File: src/rtl/mux_rr_arbiter_pkg.sv
// Shared constants for the round-robin mux arbiter.
// Key width helper and EMPTY/FULL state encoding.
package mux_rr_arbiter_pkg;

  localparam logic [0:0] ST_EMPTY = 1'b0;
  localparam logic [0:0] ST_FULL  = 1'b1;

  // ceil(log2(n)), at least 1
  function automatic int sel_len(input int n);
    int w;
    w = 1;
    while ((1 << w) < n) w++;
    return w;
  endfunction

endpackage

File: src/rtl/mux_key_lut.sv
// Parameterized key/lut mux.
// Returns the lut entry whose index equals key.
module mux_key_lut #(
  parameter int NR_KEY   = 4,
  parameter int KEY_LEN  = 2,
  parameter int DATA_LEN = 2
) (
  input  logic [KEY_LEN-1:0]         key,
  input  logic [NR_KEY*DATA_LEN-1:0] lut,
  output logic [DATA_LEN-1:0]        out
);

  // match key against every entry index
  always_comb begin
    out = '0;
    for (int i = 0; i < NR_KEY; i++) begin
      if (key == KEY_LEN'(i))
        out = lut[i*DATA_LEN +: DATA_LEN];
    end
  end

endmodule

File: src/rtl/mux_rr_arbiter_rr_pick.sv
// Round-robin pick: rotate req by ptr,
// fixed-priority find-first, rotate back.
import mux_rr_arbiter_pkg::*;

module mux_rr_arbiter_rr_pick #(
  parameter int NR_REQ  = 4,
  parameter int SEL_LEN = sel_len(NR_REQ)
) (
  input  logic [NR_REQ-1:0]  req,
  input  logic [SEL_LEN-1:0] ptr,
  output logic [SEL_LEN-1:0] pick,
  output logic               any
);

  logic [2*NR_REQ-1:0] w_dbl;
  logic [NR_REQ-1:0]   w_rot;
  logic [SEL_LEN-1:0]  w_idx;

  assign w_dbl = {req, req} >> ptr;
  assign w_rot = w_dbl[NR_REQ-1:0];
  assign any   = |req;

  // lowest set bit of the rotated vector wins
  always_comb begin
    w_idx = '0;
    for (int i = NR_REQ - 1; i >= 0; i--) begin
      if (w_rot[i])
        w_idx = SEL_LEN'(i);
    end
  end

  assign pick = w_idx + ptr;

endmodule

File: src/rtl/mux_rr_arbiter.sv
// Round-robin arbiter in front of a shared key/lut mux,
// one output register with valid/ready handshake.
import mux_rr_arbiter_pkg::*;

module mux_rr_arbiter #(
  parameter int NR_REQ   = 4,
  parameter int DATA_LEN = 2,
  parameter int SEL_LEN  = sel_len(NR_REQ)
) (
  input  logic                       clk,
  input  logic                       rst_n,
  input  logic [NR_REQ-1:0]          req,
  input  logic [NR_REQ*DATA_LEN-1:0] data,
  output logic [NR_REQ-1:0]          gnt,
  output logic                       out_valid,
  input  logic                       out_ready,
  output logic [DATA_LEN-1:0]        out_data,
  output logic [SEL_LEN-1:0]         out_sel,
  output logic                       busy
);

  logic [0:0]          r_state;
  logic [SEL_LEN-1:0]  r_ptr;
  logic [DATA_LEN-1:0] r_data;
  logic [SEL_LEN-1:0]  r_sel;

  logic [SEL_LEN-1:0]  w_pick;
  logic                w_any;
  logic [DATA_LEN-1:0] w_mux;
  logic                w_valid;
  logic                w_free;
  logic                w_grant;

  mux_rr_arbiter_rr_pick #(
    .NR_REQ  (NR_REQ),
    .SEL_LEN (SEL_LEN)
  ) u_pick (
    .req  (req),
    .ptr  (r_ptr),
    .pick (w_pick),
    .any  (w_any)
  );

  mux_key_lut #(
    .NR_KEY   (NR_REQ),
    .KEY_LEN  (SEL_LEN),
    .DATA_LEN (DATA_LEN)
  ) u_mux (
    .key (w_pick),
    .lut (data),
    .out (w_mux)
  );

  assign w_valid = (r_state == ST_FULL);
  assign w_free  = !w_valid | out_ready;
  // no grant can be issued while held in reset
  assign w_grant = w_free & w_any & rst_n;

  assign gnt = w_grant ?
    (NR_REQ'(1) << w_pick) : '0;

  assign out_valid = w_valid;
  assign out_data  = r_data;
  assign out_sel   = r_sel;
  assign busy      = w_valid | (|req);

  // pointer, output register and EMPTY/FULL state
  always_ff @(posedge clk or negedge rst_n) begin
    if (!rst_n) begin
      r_state <= ST_EMPTY;
      r_ptr   <= '0;
      r_data  <= '0;
      r_sel   <= '0;
    end else if (w_grant) begin
      r_state <= ST_FULL;
      r_ptr   <= w_pick + 1'b1;
      r_data  <= w_mux;
      r_sel   <= w_pick;
    end else if (w_valid & out_ready) begin
      r_state <= ST_EMPTY;
    end
  end

endmodule

File: config.mk
export PLATFORM = sky130hd
export DESIGN_NAME = mux_rr_arbiter
export DESIGN_NICKNAME = d
export VERILOG_FILES = /design/src/rtl/mux_rr_arbiter_pkg.sv /design/src/rtl/mux_key_lut.sv /design/src/rtl/mux_rr_arbiter_rr_pick.sv /design/src/rtl/mux_rr_arbiter.sv
export SDC_FILE = /design/constraint.sdc
export NUM_CORES = 1
export LEC_CHECK = 0
export BUFFER_PORTS_ARGS = -buffer_cell sky130_fd_sc_hd__buf_2
export CAP_MARGIN = 20
export CORE_MARGIN = 4
export CORE_UTILIZATION = 50
export DETAILED_ROUTE_END_ITERATION = 16
export PLACE_DENSITY = 0.91
export SETUP_SLACK_MARGIN = 0.1
export SLEW_MARGIN = 20
export SYNTH_ARGS = -nofsm -noshare
export SYNTH_HDL_FRONTEND = slang
export SYNTH_SLANG_ARGS = --single-unit
File: constraint.sdc
create_clock -name clk -period 4.1 [get_ports clk]
set_input_delay 0.205 -clock clk [delete_from_list [all_inputs] [get_ports clk]]
set_output_delay 0.205 -clock clk [all_outputs]
set_load 0.01 [all_outputs]
; ---- Word-level counts from Yosys, hierarchy flattened
; Cells that the tools add are included.
[word_totals]
ff_bits = 7
input_bits = 15
wordCells = 31
out_inout_bits = 10
[classes]
bitwise_logic = 5
shift = 2
mux = 11
n_addsub = 2
reduce_logical = 4
n_eq_ne = 3
[op_table]
columns = cell, n
row1 = two-way mux 2 bit, 8
row2 = >> shifter 8 x 2 -> 4 bit, 1
row3 = equality test 2 bit (second input constant), 2
row4 = two-way mux 4 bit, 1
row5 = OR reduction 4 bit, 1
row6 = << shifter 1 x 2 -> 4 bit (first input constant), 1
row7 = bitwise AND 1 bit, 3
row8 = adder 2 x 1 -> 2 bit (second input constant), 1
row9 = adder 2 bit, 1
row10 = equality test 2 x 1 -> 1 bit (second input constant), 1
row11 = logical NOT 2 bit, 1
row12 = two-way mux 1 bit, 2
row13 = bitwise OR 1 bit, 2
row14 = nonzero test 2 bit, 1
row15 = logical NOT 1 bit, 1

; ---- Logic depth before layout (Yosys ltp)
; Gate-level depths: netlist of run 1.
[depth]
word_depth = 11
mapped_depth = 14
mapped_depth_nobuf = 13

; ---- Modules after synthesis
; From an unflattened synthesis of run 1, not the netlist that was laid out.
[hier_totals]
hier_cells = 59
area_unflattened_um2 = 604.3
[modules_own_cells]
columns = module, seq_area_each_um2, cells_per_inst, area_per_inst_um2, instances
row1 = mux_rr_arbiter, 175.2, 30, 372.9, 1
row2 = mux_rr_arbiter_rr_pick, 0.0, 27, 178.9, 1
row3 = mux_key_lut, 0.0, 2, 52.6, 1

; ---- Least setup slack after synthesis of run 1
; No wires, ideal clock.
[synth_path]
kind = flip-flop to flip-flop
start = reg r_ptr[0]
end = reg r_data[0] (netlist: out_data[0])
period_less_slack_ns = 2.535
setup_ns = 0.077
slack_ns = 1.565
path_stages_with_launch = 14
n_path_buf = 1
t_arrival_ns = 2.458
required_time_ns = 4.023
path_cell_list = dfrtp_1 > buf_4 > o311ai_0 > o21ai_0 > nand3b_1 > ha_1 > xnor2_1 > a31oi_1 > or2_1 > ha_1 > nor2b_1 > a221oi_1 > o31a_1 > a21oi_1
[synth_between]
elab_chain_cells = 11
elab_cells_between_ends = 14
cone_classes = 1 x add/sub / 3 x eq/ne / 1 x shift / 8 x mux / 1 x reduce/logical
[synth_rtl]
columns = element, line
row1 = from (decl), mux_rr_arbiter.sv:23  ; logic [SEL_LEN-1:0] r_ptr;
row2 = from (signal assigned), mux_rr_arbiter.sv:76  ; r_ptr <= w_pick + 1'b1;
row3 = >> shifter 8 x 2 -> 4 bit, mux_rr_arbiter_rr_pick.sv:19  ; assign w_dbl = {req, req} >> ptr;
row4 = two-way mux 2 bit (4 in a row), mux_rr_arbiter_rr_pick.sv:27  ; if (w_rot[i])
row5 = adder 2 bit (*), mux_rr_arbiter_rr_pick.sv:32  ; assign pick = w_idx + ptr;
row6 = logical NOT 2 bit, mux_key_lut.sv:17  ; if (key == KEY_LEN'(i))
row7 = two-way mux 2 bit (3 in a row), mux_key_lut.sv:17
row8 = two-way mux 2 bit (*), mux_key_lut.sv:17
row9 = to (signal assigned), mux_rr_arbiter.sv:77  ; r_data <= w_mux;
row10 = to (decl), mux_rr_arbiter.sv:24  ; logic [DATA_LEN-1:0] r_data;
; Every way passes the cells marked *; elsewhere a longest branch is shown, timed or not.
; A chain may end at the register's enable or synchronous reset.

; ---- Worst setup path in the final report of run 1
; Same ends and word-level chain as after synthesis.

==> metrics.txt, run 1 <==
number of fill cells=91; PwrDens=795 mW/mm²; Antenna diodes=0; gr ovfl total=0; startpoint types=flip-flop; H-tree Lvls=1; post-detail-place hpwl=1190 µm; setup TNS=0 ns; Rows=12; via density per instance=5.47; Skew-Pair Late Insertion Delay=0.24 ns; initial DRC count=2; crit path kind=reg -> reg; FF+latch area=175 µm²; worst path arrival time=2.92 ns; setup ws final=1.26 ns; status=finished clean; fin nets=119; Synth top area share=26.7%; Max Clock Freq=352 MHz; Clock Root Buffer=clkbuf_4; layout cell share with drive strength beyond 1=34.7%; Tot GR Track Use=16.3%; core area=0.00117 mm²; Yosys reg bits=7; initial antenna violation count=0; clock-pin slew on the worst setup and hold paths=0.05 ns; total number of vias=613; Die X=44.2 µm; area of the multi-input gates=453 µm²; Final setup violation count=0; fin crit share=69.3%; Hold Fails Final Rpt=0; Worst setup EP type=flip-flop; post_cts resized=0; Setup WS pre-CTS=1.27 ns; sequential element share of the synthesized area=26.7%; port buffer count=24; max_slew headroom=56.7%; synth warn=0; Largest stage delay, worst path=0.55 ns; Slew Limit Fails=0; I/O pin count=25; max cap viols=0; drt wl/cell=12.7 µm; slowest cell on the critical path=dfrtp_1; DIE AREA=0.00195 mm²; residual DRC count=0; Min-Delay Path Class=in -> reg; skew final=0.00361 ns; global placer's final weighted congestion=0.733; routed wire length=1430 µm; critical path cell sequence=nand2b_1 -> o22ai_1 -> o21ai_0 -> nand3b_1 -> ha_1 -> xnor2_1 -> a31oi_1 -> or2_1 -> ha_1 -> nor2b_1 -> a221oi_1 -> o31a_1 -> a21oi_1; CTS buffer count=3; cell count after synthesis=72; worst vdd ir=454 µV; Post-Syn Area per Cell=9.11 µm²; Cell Count, Final, Fillers Out=112; vias in the first global route=561; Die H=44.2 µm; TritonRoute pass-1 iters=4; synthesized cell area=656 µm²; ANT nets after route=0; post-CTS setup buffers=0; Yosys cell types=33; Crit Path Max Fanout=12; Static Leak=0.386 nW; largest net degree at the start of global routing=13; Tmin final=2.84 ns; Critical Path Most Common Cell=ha_1; clock tree buffer depth=2; syn nets=92; post-placement cell count=107; clock sinks=7; RSZ-0062 raised after global routing=false; initial core utilization=56.0%; first-pass GRT wire length=2330 µm; P&R area growth vs syn=23.5%; Synth area leaders=dfrtp_1 27%, ha_1 9.5%, nor2b_1 4.8%; CTS tree=done; worst slew pin tran=0.648 ns; Worst Path Required=4.18 ns; area leader, netlist=dfrtp_1
per-layer routing:
metal / track usage [%] / vias to the layer above / wire (µm)
met3: 3.66 / 0 / 20
li1: - / 315 / -
met5: 0 / - / 0
met1: 17.4 / 291 / 588
met2: 29.1 / 7 / 816
met4: 9.04 / 0 / 0
registers in the layout, indices dropped and copies added (netlist names):
signal / flops
out_data: 2
out_sel: 2
r_ptr: 2
out_valid: 1
cells by family after synthesis:
group                    synth area share (%)
XOR/XNOR                                 1.34
flip-flops                               26.7
buffers and inverters                    4.20
AO/OA/AOI/OAI                            17.6
adder cells (fa/ha/maj)                  9.54
multiplexers                             5.72
AND/OR/NAND/NOR                          34.9
final timing paths:
check                           startpoint     endpoint  slack, ns  depth (start not counted)
worst max register to register    r_ptr[0]  out_data[0]       1.26                         13
worst max-delay path              r_ptr[0]  out_data[0]       1.26                         13
min in group asynchronous            rst_n     r_ptr[1]       0.34                          2
max in group asynchronous            rst_n  out_data[1]       3.59                          2
worst min-delay path             out_ready    out_valid       0.25                          3
worst min register to register  out_sel[1]   out_sel[1]       0.50                          2
synthesized netlist by cell type (all sizes together):
cell    count
inv         2
o22ai       1
a21oi       3
nor3        2
and2        4
and2b       1
mux2        3
ha          5
a31oi       1
nand2b      3
o311ai      1
or4         1
nand4b      1
xnor2       1
nor2b       6
nand3b      2
nor2        5
nor3b       2
or2         2
o21ai       3
dfrtp       7
buf         3
o41ai       1
o31ai       1
and4        1
a221oi      2
nand2       5
o31a        2
nand3       1
critical path: cells and delay by family, from the launching register on:
family | cells | cell delay (ns)
and+or+nand+nor | 4 | 0.69
DFF | 1 | 0.55
adders and majority gates | 2 | 0.40
AOI/OAI and AO/OA | 6 | 0.85
xor gates and xnor gates | 1 | 0.17
final cells by class:
type | instances | area share [%]
Clock buffer | 4 | 3.25
Tap cell | 14 | 2.16
Timing Repair Buffer | 25 | 16.1
Inverter | 2 | 0.927
Sequential cell | 7 | 21.6
Multi-Input combinational cell | 60 | 56.0
layout by cell type, fill, tap and decap left out, types with 3 or more instances in the layout:
| master | instances |
|---|---|
| a21oi_1 | 3 |
| and2_1 | 4 |
| buf_2 | 24 |
| clkbuf_4 | 3 |
| dfrtp_1 | 7 |
| ha_1 | 5 |
| nand2_1 | 5 |
| nand2b_1 | 3 |
| nor2_1 | 5 |
| nor2b_1 | 5 |
| o21ai_0 | 3 |
what timing repair did:
action / 4_1_cts / 5_1_grt
hold buffers: 1 / 0
endpoints found under the setup margin: 0 / 0
hold endpoints to repair: 7 / 0
power by group:
part | internal [mW] | leakage [nW] | switching [mW]
clock | 0.0369 | 0.0150 | 0.0222
combinational | 0.218 | 0.291 | 0.227
sequential | 0.101 | 0.0805 | 0.0380
total | 0.356 | 0.386 | 0.287
per-stage QoR:
| stage | cell area (µm²) | hold slack [ns] | util (%) | power (mW) |
|---|---|---|---|---|
| after floorplan | 656 | -0.0906 | - | 0.477 |
| after detailed placement | 773 | 0.0525 | 66.0 | 0.586 |
| after CTS | 810 | 0.242 | 69.1 | 0.650 |
| final | 810 | 0.251 | 69.1 | 0.643 |
| after global placement | 773 | 0.0491 | 66.0 | 0.553 |
| after global routing | 810 | 0.268 | 69.1 | 0.705 |
No activity file was read; power rests on OpenSTA's default activity.
==> run 2, diff against run 1 <==
- CORE_UTILIZATION: 50 -> 42
- PLACE_DENSITY: 0.91 -> 0.83
- clock period: 4.1 -> 2.4 ns (I/O delays scaled with it)
==> run 2 against run 1 <==
  * The flow now finishes with violations (negative setup slack)
  * Sequential share of layout area decreased by 5.3 points
  * Global-route usage grew 2.8 points
  * Fmax up 10%
  * Final area up 33%
  * Routed wire length is 46% higher
  * Cell count rose by 13%
  * Combinational power rose to 3.3 times the previous value
  * Non-clock buffer count grew 13
==> metrics.txt, run 2 (synthesis results as in run 1) <==
hold_sp=out_ready; H-tree Lvls=1; Crit Path Max Fanout=7; Die X=47.5 µm; status=finished, violations left; layout cell share with drive strength beyond 1=59.5%; max_slew headroom=52.9%; initial DRC count=10; RSZ-0062 raised after global routing=true; switch share=42.7%; Finished Cell Area=0.00108 mm²; vias in the first global route=707; worst path arrival time=2.67 ns; clock-pin slew on the worst setup and hold paths=0.05 ns; Largest stage delay, worst path=0.45 ns; Worst Path Required=2.49 ns; leading cell type in the layout, fill and taps excluded=buf_2; Final setup violation count=6; routed wire length=2080 µm; CTS tree=done; Die H=47.5 µm; crit path kind=reg -> reg; largest net degree at the start of global routing=12; R2R depth=13; Clock Root Buffer=clkbuf_4; setup ws final=-0.179 ns; port buffer count=24; Slew Limit Fails=0; drt wl/cell=16.5 µm; hold_ws=0.179 ns; combinational share of power=82.0%; via density per instance=5.54; Hold EP=out_valid; slowest cell on the critical path=dfrtp_2; PwrDens=1670 mW/mm²; setup TNS=-0.722 ns; total number of vias=698; fin crit share=107%; Critical Path Start=r_ptr[0]; Hold Fails Final Rpt=0; Tot GR Track Use=19.0%; initial core utilization=47.4%; worst slew pin tran=0.705 ns; residual DRC count=0; clock sinks=7; skew final=0.00251 ns; clock tree buffer depth=2; core area=0.00138 mm²; Reg2Reg Setup Slack=-0.18 ns; most frequent cells in the layout=23 x buf_2, 11 x buf_4, 6 x dfrtp_1; Max Clock Freq=388 MHz; max cap viols=0; Skew-Pair Late Insertion Delay=0.25 ns; sw power=0.771 mW; post-detail-place hpwl=1430 µm; TritonRoute pass-1 iters=4; R2R Path End=out_data[0]; first-pass GRT wire length=2990 µm; ANT nets after route=0; post-place instance area=886 µm²; I/O pin count=25; Antenna diodes=0; initial antenna violation count=0; Min-Delay Path Class=in -> reg; failing checks=negative setup slack; startpoint types=flip-flop; Rows=13; r2r startpoint=r_ptr[0]; fin nets=132; Power Internal=1.03 mW; worst hold path cell count=3; P&R area growth vs syn=64.7%; Setup WS pre-CTS=-0.174 ns; worst vdd ir=859 µV; Sequential Power Share=12.2%; power share of the clock group=5.8%; Tmin final=2.58 ns; CTS buffer count=3; global placer's final weighted congestion=0.696; critical path cell sequence=nand3b_1 -> o311ai_2 -> o21ai_1 -> nand3b_1 -> ha_4 -> xnor2_4 -> and4_4 -> or2_4 -> ha_4 -> nor2b_4 -> a221oi_2 -> o31a_1 -> a21oi_1; DIE AREA=0.00226 mm²; gr ovfl total=0; Static Leak=0.481 nW; Worst setup EP type=flip-flop
[run 2: cell count changes in the layout (fill, tap and decap cells not counted), moves of 2 or more]
cell,delta
buf_4,+11
ha_1,-5
ha_4,+5
buf_6,+3
a221oi_1,-2
a221oi_2,+2
o21ai_0,-2
o21ai_1,+2
[run 2: repair_timing]
item | in CTS | in global routing
buffers inserted | 1 | 1
hold endpoints to repair | 7 | 0
gates cloned | 0 | 0
gates resized for setup | 5 | 20
pin swaps | 1 | 2
hold buffers | 1 | 0
endpoints found under the setup margin | 7 | 7
[run 2: cell type report]
cell class	count	area [µm²]
multi-input cells	60	609
inverters	2	7.51
well taps	15	18.8
clock buffers	4	26.3
flip-flops and latches	7	176
fillers	96	303
repair buffers	38	241
[run 2: metal layers]
layer,global-route usage (%),vias to the layer above,wire length [µm]
met2,34.2,15,1220
met5,0,-,0
li1,-,338,-
met4,9.94,0,25
met3,2.26,4,45
met1,21.7,341,792
[run 2: critical path, delay by kind of cell (launching register included)]
kind	cells	cell delay (ns)
xor gates and xnor gates	1	0.14
AOI/OAI and AO/OA	5	0.66
DFF	1	0.45
and+or+nand+nor	5	0.81
adders and majority gates	2	0.36
[run 2: power groups by stage]
stage,Combinational (mW),Clock [mW],Sequential (mW)
2_1_floorplan,0.696,0,0.220
3_3_place_gp,0.919,0,0.210
3_5_place_dp,0.978,0,0.215
4_1_cts,1.05,0.106,0.216
5_1_grt,1.60,0.113,0.229
6_report,1.48,0.104,0.221
[run 2: metrics by stage]
stage	instances	util, %	total power [mW]
5_1_grt	126	78.1	1.94
2_1_floorplan	72	-	0.916
4_1_cts	125	68.7	1.37
3_3_place_gp	119	64.1	1.13
6_report	126	78.1	1.81
3_5_place_dp	119	64.1	1.19
[run 2: how the worst max path moves through the flow]
stage                              to  slack (ns)  cells after the start
after CTS                 out_data[0]       -0.11                     13
after global placement    out_data[0]       -0.07                     13
after global routing      out_data[1]       -0.34                     13
after floorplan           out_data[0]       -0.03                     13
final                     out_data[0]       -0.18                     13
after detailed placement  out_data[0]       -0.17                     13
==> run 3, diff against run 2 <==
- PLACE_DENSITY: 0.83 -> unset
- PLACE_DENSITY_LB_ADDON: unset -> 0.15
==> run 3 against run 2 <==
  * The flow still finishes with violations (negative setup slack)
  * Fmax up 3.8%
  * Die area unchanged
  * Sequential cell count unchanged
  * Routed wire length down 27%
  * Combinational power down 26%
  * Critical endpoint is now out_data[1]
  * Largest cell class unchanged
  * Largest power group unchanged
==> metrics.txt, run 3 (synthesis results as in run 1) <==
Slew Limit Fails=0; worst slew pin tran=0.735 ns; gr ovfl total=0; TritonRoute pass-1 iters=4; CTS buffer count=3; Final setup violation count=3; Setup WS pre-CTS=-0.0990 ns; Buf/Inv on CP=0; Max Clock Freq=403 MHz; residual DRC count=0; crit path kind=reg -> reg; initial core utilization=47.4%; Min-Delay Path Class=in -> reg; fin crit share=103%; worst vdd ir=802 µV; max cap viols=0; startpoint types=flip-flop; fin nets=129; Clock Root Buffer=clkbuf_4; setup ws final=-0.0838 ns; Tot GR Track Use=15.7%; Die X=47.5 µm; initial DRC count=6; clock tree buffer depth=2; via density per instance=5.29; Die H=47.5 µm; P&R area growth vs syn=48.5%; status=finished, violations left; first-pass GRT wire length=2530 µm; hold_sp=out_ready; worst path arrival time=2.59 ns; Crit Path Max Fanout=6; layout cell share with drive strength beyond 1=54.6%; clock sinks=7; ANT nets after route=0; hold_ws=0.167 ns; Largest stage delay, worst path=0.43 ns; r2r startpoint=r_ptr[0]; max_slew headroom=50.9%; Static Leak=0.453 nW; largest net degree at the start of global routing=12; critical path cell sequence=o311ai_1 -> o21ai_1 -> nand3b_1 -> ha_2 -> xnor2_2 -> a31oi_2 -> or2_4 -> ha_4 -> nor2b_4 -> a221oi_2 -> o31a_1 -> a21oi_2; global placer's final weighted congestion=0.702; clock-pin slew on the worst setup and hold paths=0.05 ns; post-detail-place hpwl=1210 µm; drt wl/cell=12.4 µm; RSZ-0062 raised after global routing=true; port buffer count=24; I/O pin count=25; Reg2Reg Setup Slack=-0.08 ns; leading cell type in the layout, fill and taps excluded=buf_2; CTS tree=done; DIE AREA=0.00226 mm²; R2R Path End=out_data[1]; Hold EP=out_valid; failing checks=negative setup slack; routed wire length=1530 µm; most frequent cells in the layout=24 x buf_2, 10 x buf_4, 6 x dfrtp_1; skew final=0.00231 ns; Hold Fails Final Rpt=0; Rows=13; Worst setup EP type=flip-flop; initial antenna violation count=0; Skew-Pair Late Insertion Delay=0.25 ns; Antenna diodes=0; slowest cell on the critical path=dfrtp_2; setup TNS=-0.137 ns; total number of vias=651; core area=0.00138 mm²; vias in the first global route=645; Worst Path Required=2.51 ns; PwrDens=1440 mW/mm²; H-tree Lvls=1; crit-path leading delay family=compound AO/OA/AOI/OAI gates; worst hold path cell count=3; Tmin final=2.48 ns; R2R depth=12
run 3: layer usage:
metal	wire length (µm)	GRT usage [%]	vias up
met4	23	7.73	0
met5	0	0	-
li1	-	-	337
met3	48	2.63	4
met1	671	19.3	298
met2	785	26.2	12
run 3: cell type report:
cell class / instances / area (µm²)
multi-input cells: 60 / 539
clock buffers: 4 / 26.3
repair buffers: 35 / 205
inverters: 2 / 7.51
well taps: 15 / 18.8
fillers: 107 / 409
flip-flops and latches: 7 / 176
run 3: worst max-delay path by stage:
stage | end | start | slack (ns) | cells after the start
after floorplan | out_data[0] | r_ptr[0] | -0.03 | 13
after global placement | out_data[1] | r_ptr[0] | -0.03 | 13
after detailed placement | out_data[0] | r_ptr[0] | -0.1 | 13
after CTS | out_data[0] | r_ptr[0] | -0.11 | 13
after global routing | out_data[1] | r_ptr[0] | -0.25 | 13
final | out_data[1] | r_ptr[0] | -0.08 | 12
run 3: worst min-delay path, cell delays in order:
cell      delay, ns
buf_2          0.07
nand2b_1       0.13
nand2_1        0.06
run 3: metrics by stage:
| stage | area (µm²) | utilization [%] | cells | power, mW |
|---|---|---|---|---|
| floorplan | 688 | - | 72 | 0.916 |
| global placement | 871 | 63.0 | 117 | 1.13 |
| detailed placement | 871 | 63.0 | 117 | 1.15 |
| CTS | 907 | 65.6 | 122 | 1.26 |
| global route | 973 | 70.4 | 123 | 1.56 |
| finish | 973 | 70.4 | 123 | 1.41 |
run 3: timing repair:
| item | CTS | global route |
|---|---|---|
| hold endpoints to repair | 7 | 0 |
| pin swaps | 0 | 10 |
| setup endpoints to repair | 6 | 7 |
| setup buffers | 0 | 1 |
| gates resized for setup | 0 | 11 |
| hold buffers | 1 | 0 |
run 3: where the power goes:
group / total (mW) / switching, mW / internal, mW / leakage, nW
logic: 1.09 / 0.513 / 0.580 / 0.359
registers: 0.210 / 0.0346 / 0.175 / 0.0797
clock network: 0.104 / 0.0404 / 0.0632 / 0.0150
